--- src/rtl/window_gen.sv ---
// Streaming 6x6 window generator: five cascaded line buffers feed a 6x6 shift window.
// Define WINGEN_ERR_EN to add the sticky frame_err_o flag for unexpected sof.
module window_gen #(
  parameter int IMG_WIDTH  = 64,
  parameter int IMG_HEIGHT = 64
) (
  input  logic                   clk,
  input  logic                   reset,
  input  logic                   pix_valid_i,
  input  logic [7:0]             pix_data_i,
  input  logic                   sof_i,
  output logic [0:5][0:5][7:0]   window_o,
  output logic                   win_valid_o,
`ifdef WINGEN_ERR_EN
  output logic                   frame_err_o,
`endif
  output logic                   frame_done_o
);

  localparam int CW = (IMG_WIDTH  > 1) ? $clog2(IMG_WIDTH)  : 1;
  localparam int RW = (IMG_HEIGHT > 1) ? $clog2(IMG_HEIGHT) : 1;

  logic [CW-1:0]         col_q, col_d, curCol;
  logic [RW-1:0]         row_q, row_d, curRow;
  logic                  lastCol, lastRow;
  logic [7:0]            lb_q [0:4][0:IMG_WIDTH-1];
  logic [7:0]            cv [0:5];
  logic [0:5][0:5][7:0]  window_q;
  logic                  winValid_q;
  logic                  frameDone_q;

  // An accepted sof overrides the counters so this pixel is treated as (0,0).
  always_comb begin
    curCol  = sof_i ? '0 : col_q;
    curRow  = sof_i ? '0 : row_q;
    lastCol = (curCol == CW'(IMG_WIDTH - 1));
    lastRow = (curRow == RW'(IMG_HEIGHT - 1));
    col_d   = col_q;
    row_d   = row_q;
    if (pix_valid_i) begin
      if (lastCol) begin
        col_d = '0;
        row_d = lastRow ? '0 : curRow + RW'(1);
      end else begin
        col_d = curCol + CW'(1);
        row_d = curRow;
      end
    end
  end

  always_comb begin
    for (int i = 0; i < 5; i++) begin
      cv[i] = lb_q[i][curCol];
    end
    cv[5] = pix_data_i;
  end

  always_ff @(posedge clk) begin
    if (reset) begin
      col_q <= '0;
      row_q <= '0;
    end else begin
      col_q <= col_d;
      row_q <= row_d;
    end
  end

  // Line buffers are deliberately not reset; win_valid gating hides stale contents.
  always_ff @(posedge clk) begin
    if (!reset && pix_valid_i) begin
      for (int k = 0; k < 5; k++) begin
        lb_q[k][curCol] <= cv[k+1];
      end
    end
  end

  always_ff @(posedge clk) begin
    if (reset) begin
      window_q    <= '0;
      winValid_q  <= 1'b0;
      frameDone_q <= 1'b0;
    end else begin
      winValid_q  <= 1'b0;
      frameDone_q <= 1'b0;
      if (pix_valid_i) begin
        for (int i = 0; i < 6; i++) begin
          window_q[i][0:4] <= window_q[i][1:5];
          window_q[i][5]   <= cv[i];
        end
        winValid_q  <= (curRow >= RW'(5)) && (curCol >= CW'(5));
        frameDone_q <= lastRow && lastCol;
      end
    end
  end

`ifdef WINGEN_ERR_EN
  logic frameErr_q;

  always_ff @(posedge clk) begin
    if (reset) begin
      frameErr_q <= 1'b0;
    end else if (pix_valid_i && sof_i && ((row_q != '0) || (col_q != '0))) begin
      frameErr_q <= 1'b1;
    end
  end

  assign frame_err_o = frameErr_q;
`endif

  assign window_o     = window_q;
  assign win_valid_o  = winValid_q;
  assign frame_done_o = frameDone_q;

endmodule

--- config.mk ---
export PLATFORM = sky130hd
export DESIGN_NAME = window_gen
export DESIGN_NICKNAME = d
export VERILOG_FILES = /design/src/rtl/window_gen.sv
export SDC_FILE = /design/constraint.sdc
export NUM_CORES = 2
export LEC_CHECK = 0
export BUFFER_PORTS_ARGS = -buffer_cell sky130_fd_sc_hd__buf_2
export CORE_ASPECT_RATIO = 1.5
export CORE_MARGIN = 8
export CORE_UTILIZATION = 35
export DETAILED_ROUTE_END_ITERATION = 6
export PLACE_DENSITY_LB_ADDON = 0.2
export RECOVER_POWER = 50
export REMOVE_ABC_BUFFERS = 1
export SYNTH_ARGS = -nofsm -noshare
export SYNTH_HDL_FRONTEND = slang
export SYNTH_SLANG_ARGS = --single-unit
--- constraint.sdc ---
create_clock -name clk -period 5.5 [get_ports clk]
set_input_delay 0.275 -clock clk [delete_from_list [all_inputs] [get_ports clk]]
set_output_delay 0.275 -clock clk [all_outputs]
set_load 0.01 [all_outputs]
==> results.ini <==
[outcome]
status=finished, violations left
violations=capacitance limit, slew limit

[cts]
cts-resized-gates=0
insertion_delay_ns=0.91
h-tree-depth=5
clockRootBuffer=clkbuf_16
numCtsBuffers=290
cts_tree=done
clk_pin_slew_ns=0.06
clock-sinks=2862
cts_buffer_depth=4
cts_setup_buffers=0

[finish]
layout.nets=7384
area_delta_synth_final_pct=14.7
drive_above_1_share_pct=14.5

[sta]
fin_hold_ws_ns=0.231
slew_headroom_pct=-141
slew_violations=1385
tightest_slew_ns=3.62
fin_crit_sh_pct=91.3
hold_violations=0
max_freq_mhz=199
setup_viol=0
min_period_ns=5.02
setup_tns_ns=0
rsz0062_at_grt=no
clock_skew_ns=0.0526

[setup_path]
critPathLaunchType=flip-flop
crit_type=reg2reg
worst_path_max_delay_cell=clkbuf_1
required_ns=5.93
crit_chain=and2b_4, nand3_1, buf_4, nor2_1, clkbuf_1
cp_num_buf_inv=2
critPathTopFamily=buffers and inverters
critical_path_arrival_ns=5.45
end_kind=flip-flop
slowest_delay_ns=1.93
cp_max_fo=30

[floorplanning]
die_area_mm2=0.340
initial_utilization_pct=35.2
die_height_um=710
die_width_um=478
fp-row-count=254
ioPinCount=302
design.core.area_mm2=0.319

[synthesis]
synth_cell_types=94
yosys_warnings=0
synth_area_leaders=edfxtp_1, dfxtp_1, mux2i_1
syn_inst=6928
synth-edff-count=2560
yosysTopAreaCell=edfxtp_1
async_reset_ff_share_pct=0
synth_top_cell_area_share_pct=68.5
syn_area_mm2=0.112
ys_seq_area_share_pct=73.8
yosys-top-cells-count=edfxtp_1, mux2i_1, nor2_1, nand2_1, o21ai_0
synth_seq_cells=2862
synth_ff_type=edfxtp_1
syn_avg_cell_area_um2=16.2
yosysMostFrequentCell=edfxtp_1

[detailed_routing]
ant_nets=0
viasPerCell=6.02
drcViolationCount=0
totalWireLength_mm=446
drtIter0Drc=9156
vias=71200
routedWlPerCell_um=37.7
first_pass_iters=6

[grt]
gr-total-overflow=0
grt_max_degree=113
antenna_found_initial=16
track_usage_pct=25.1
first_global_vias=69000
grt_first_pass_wirelength_mm=595

[job]
cap_viol_max_count=48

[power]
ir_worst_vdd_mv=0.224
p_leak_nw=40.3
powerDensity_mw_per_mm2=356

[placement]
dp_hpwl_mm=251
gp_congestion=0.857
port_buffers=301

[min_path]
min_path_type=in2reg

[area by class of cell]
| cell class | instances | area, um^2 |
|---|---|---|
| Multi-Input combinational cell | 3535 | 27000 |
| Clock inverter | 145 | 1250 |
| Clock buffer | 370 | 7790 |
| Timing Repair Buffer | 674 | 4450 |
| Inverter | 9 | 46.3 |
| Sequential cell | 2862 | 82900 |
| Fill cell | 29400 | 190000 |
| Antenna cell | 10 | 25.0 |
| Tap cell | 4224 | 5290 |
[cell usage in the layout (no fill, tap or decap), types with 96 or more instances in the layout]
cell type	n
a22oi_1	220
a21oi_1	250
mux4_2	122
o21ai_0	311
a221oi_1	173
mux2i_1	594
nor2_1	392
buf_4	219
clkbuf_16	296
nand2_1	325
mux2_2	131
edfxtp_1	2560
clkbuf_1	392
dfxtp_1	300
o211ai_1	96
[what timing repair did]
item                                    in CTS  in global routing
hold endpoints to repair                    46                  0
endpoints found under the setup margin       0                  0
hold buffers                                 2                  0
[worst register-to-register path, delay by kind of cell, from the launching register on]
kind / cells / cell delay, ns
AND/OR/NAND/NOR: 3 / 1.20
buffers and inverters: 2 / 2.18
flip-flops: 1 / 1.15
[per-stage QoR]
stage	std cells	util (%)	cell area (um^2)	worst slack (ns)	total power, W
2_1_floorplan	6406	-	110000	-39.83	0.0262
3_3_place_gp	11300	37.8	121000	1.32	0.0268
3_5_place_dp	11300	37.8	121000	1.28	0.0268
4_1_cts	11800	40.7	130000	1.27	0.0462
5_1_grt	11800	40.4	129000	0.561	0.0470
6_report	11800	40.4	129000	0.479	0.0459
[where the power goes]
part           total (W)  switching, W  internal (W)
Sequential        0.0241      0.000107        0.0240
Combinational    0.00227       0.00165      0.000626
Clock             0.0195       0.00864        0.0108
Total             0.0459        0.0104        0.0355
[sequential cells by signal, summed over array words and instances, names as in the netlist]
register,cells
window_o,288
win_valid_o,1
col_q,6
lb_q,2560
row_q,6
frame_done_o,1
[worst paths after layout]
check	startpoint	endpoint	slack, ns	cells past startpoint
worst min register to register	window_o[92]$_SDFFE_PP0P_	window_o[92]$_SDFFE_PP0P_	0.49	2
worst min-delay path	sof_i	col_q[5]$_SDFFE_PP0P_	0.23	4
worst max-delay path	col_q[1]$_SDFFE_PP0P_	lb_q[0][751]$_DFFE_PP_	0.48	5
worst max register to register	col_q[1]$_SDFFE_PP0P_	lb_q[0][751]$_DFFE_PP_	0.48	5
[cells by family (layout without fill, tap and decap cells)]
family,Yosys count,in the layout,synth area share [%]
and+or+nand+nor,1107,1107,4.60
buffers and inverters,531,1198,2.48
DFF,2862,2862,73.8
other,0,10,0
AOI/OAI and AO/OA,1576,1576,9.95
muxes,852,852,9.12
[layer usage]
layer / GRT usage, % / share of wire [%] / up-vias
met5: 0 / 0.020 / -
met4: 14.6 / 7.3 / 14
met3: 4.78 / 8.6 / 1169
met2: 42.9 / 48 / 4122
met1: 29.7 / 36 / 37400
li1: - / - / 28500
No activity file was read; power rests on OpenSTA's default activity.
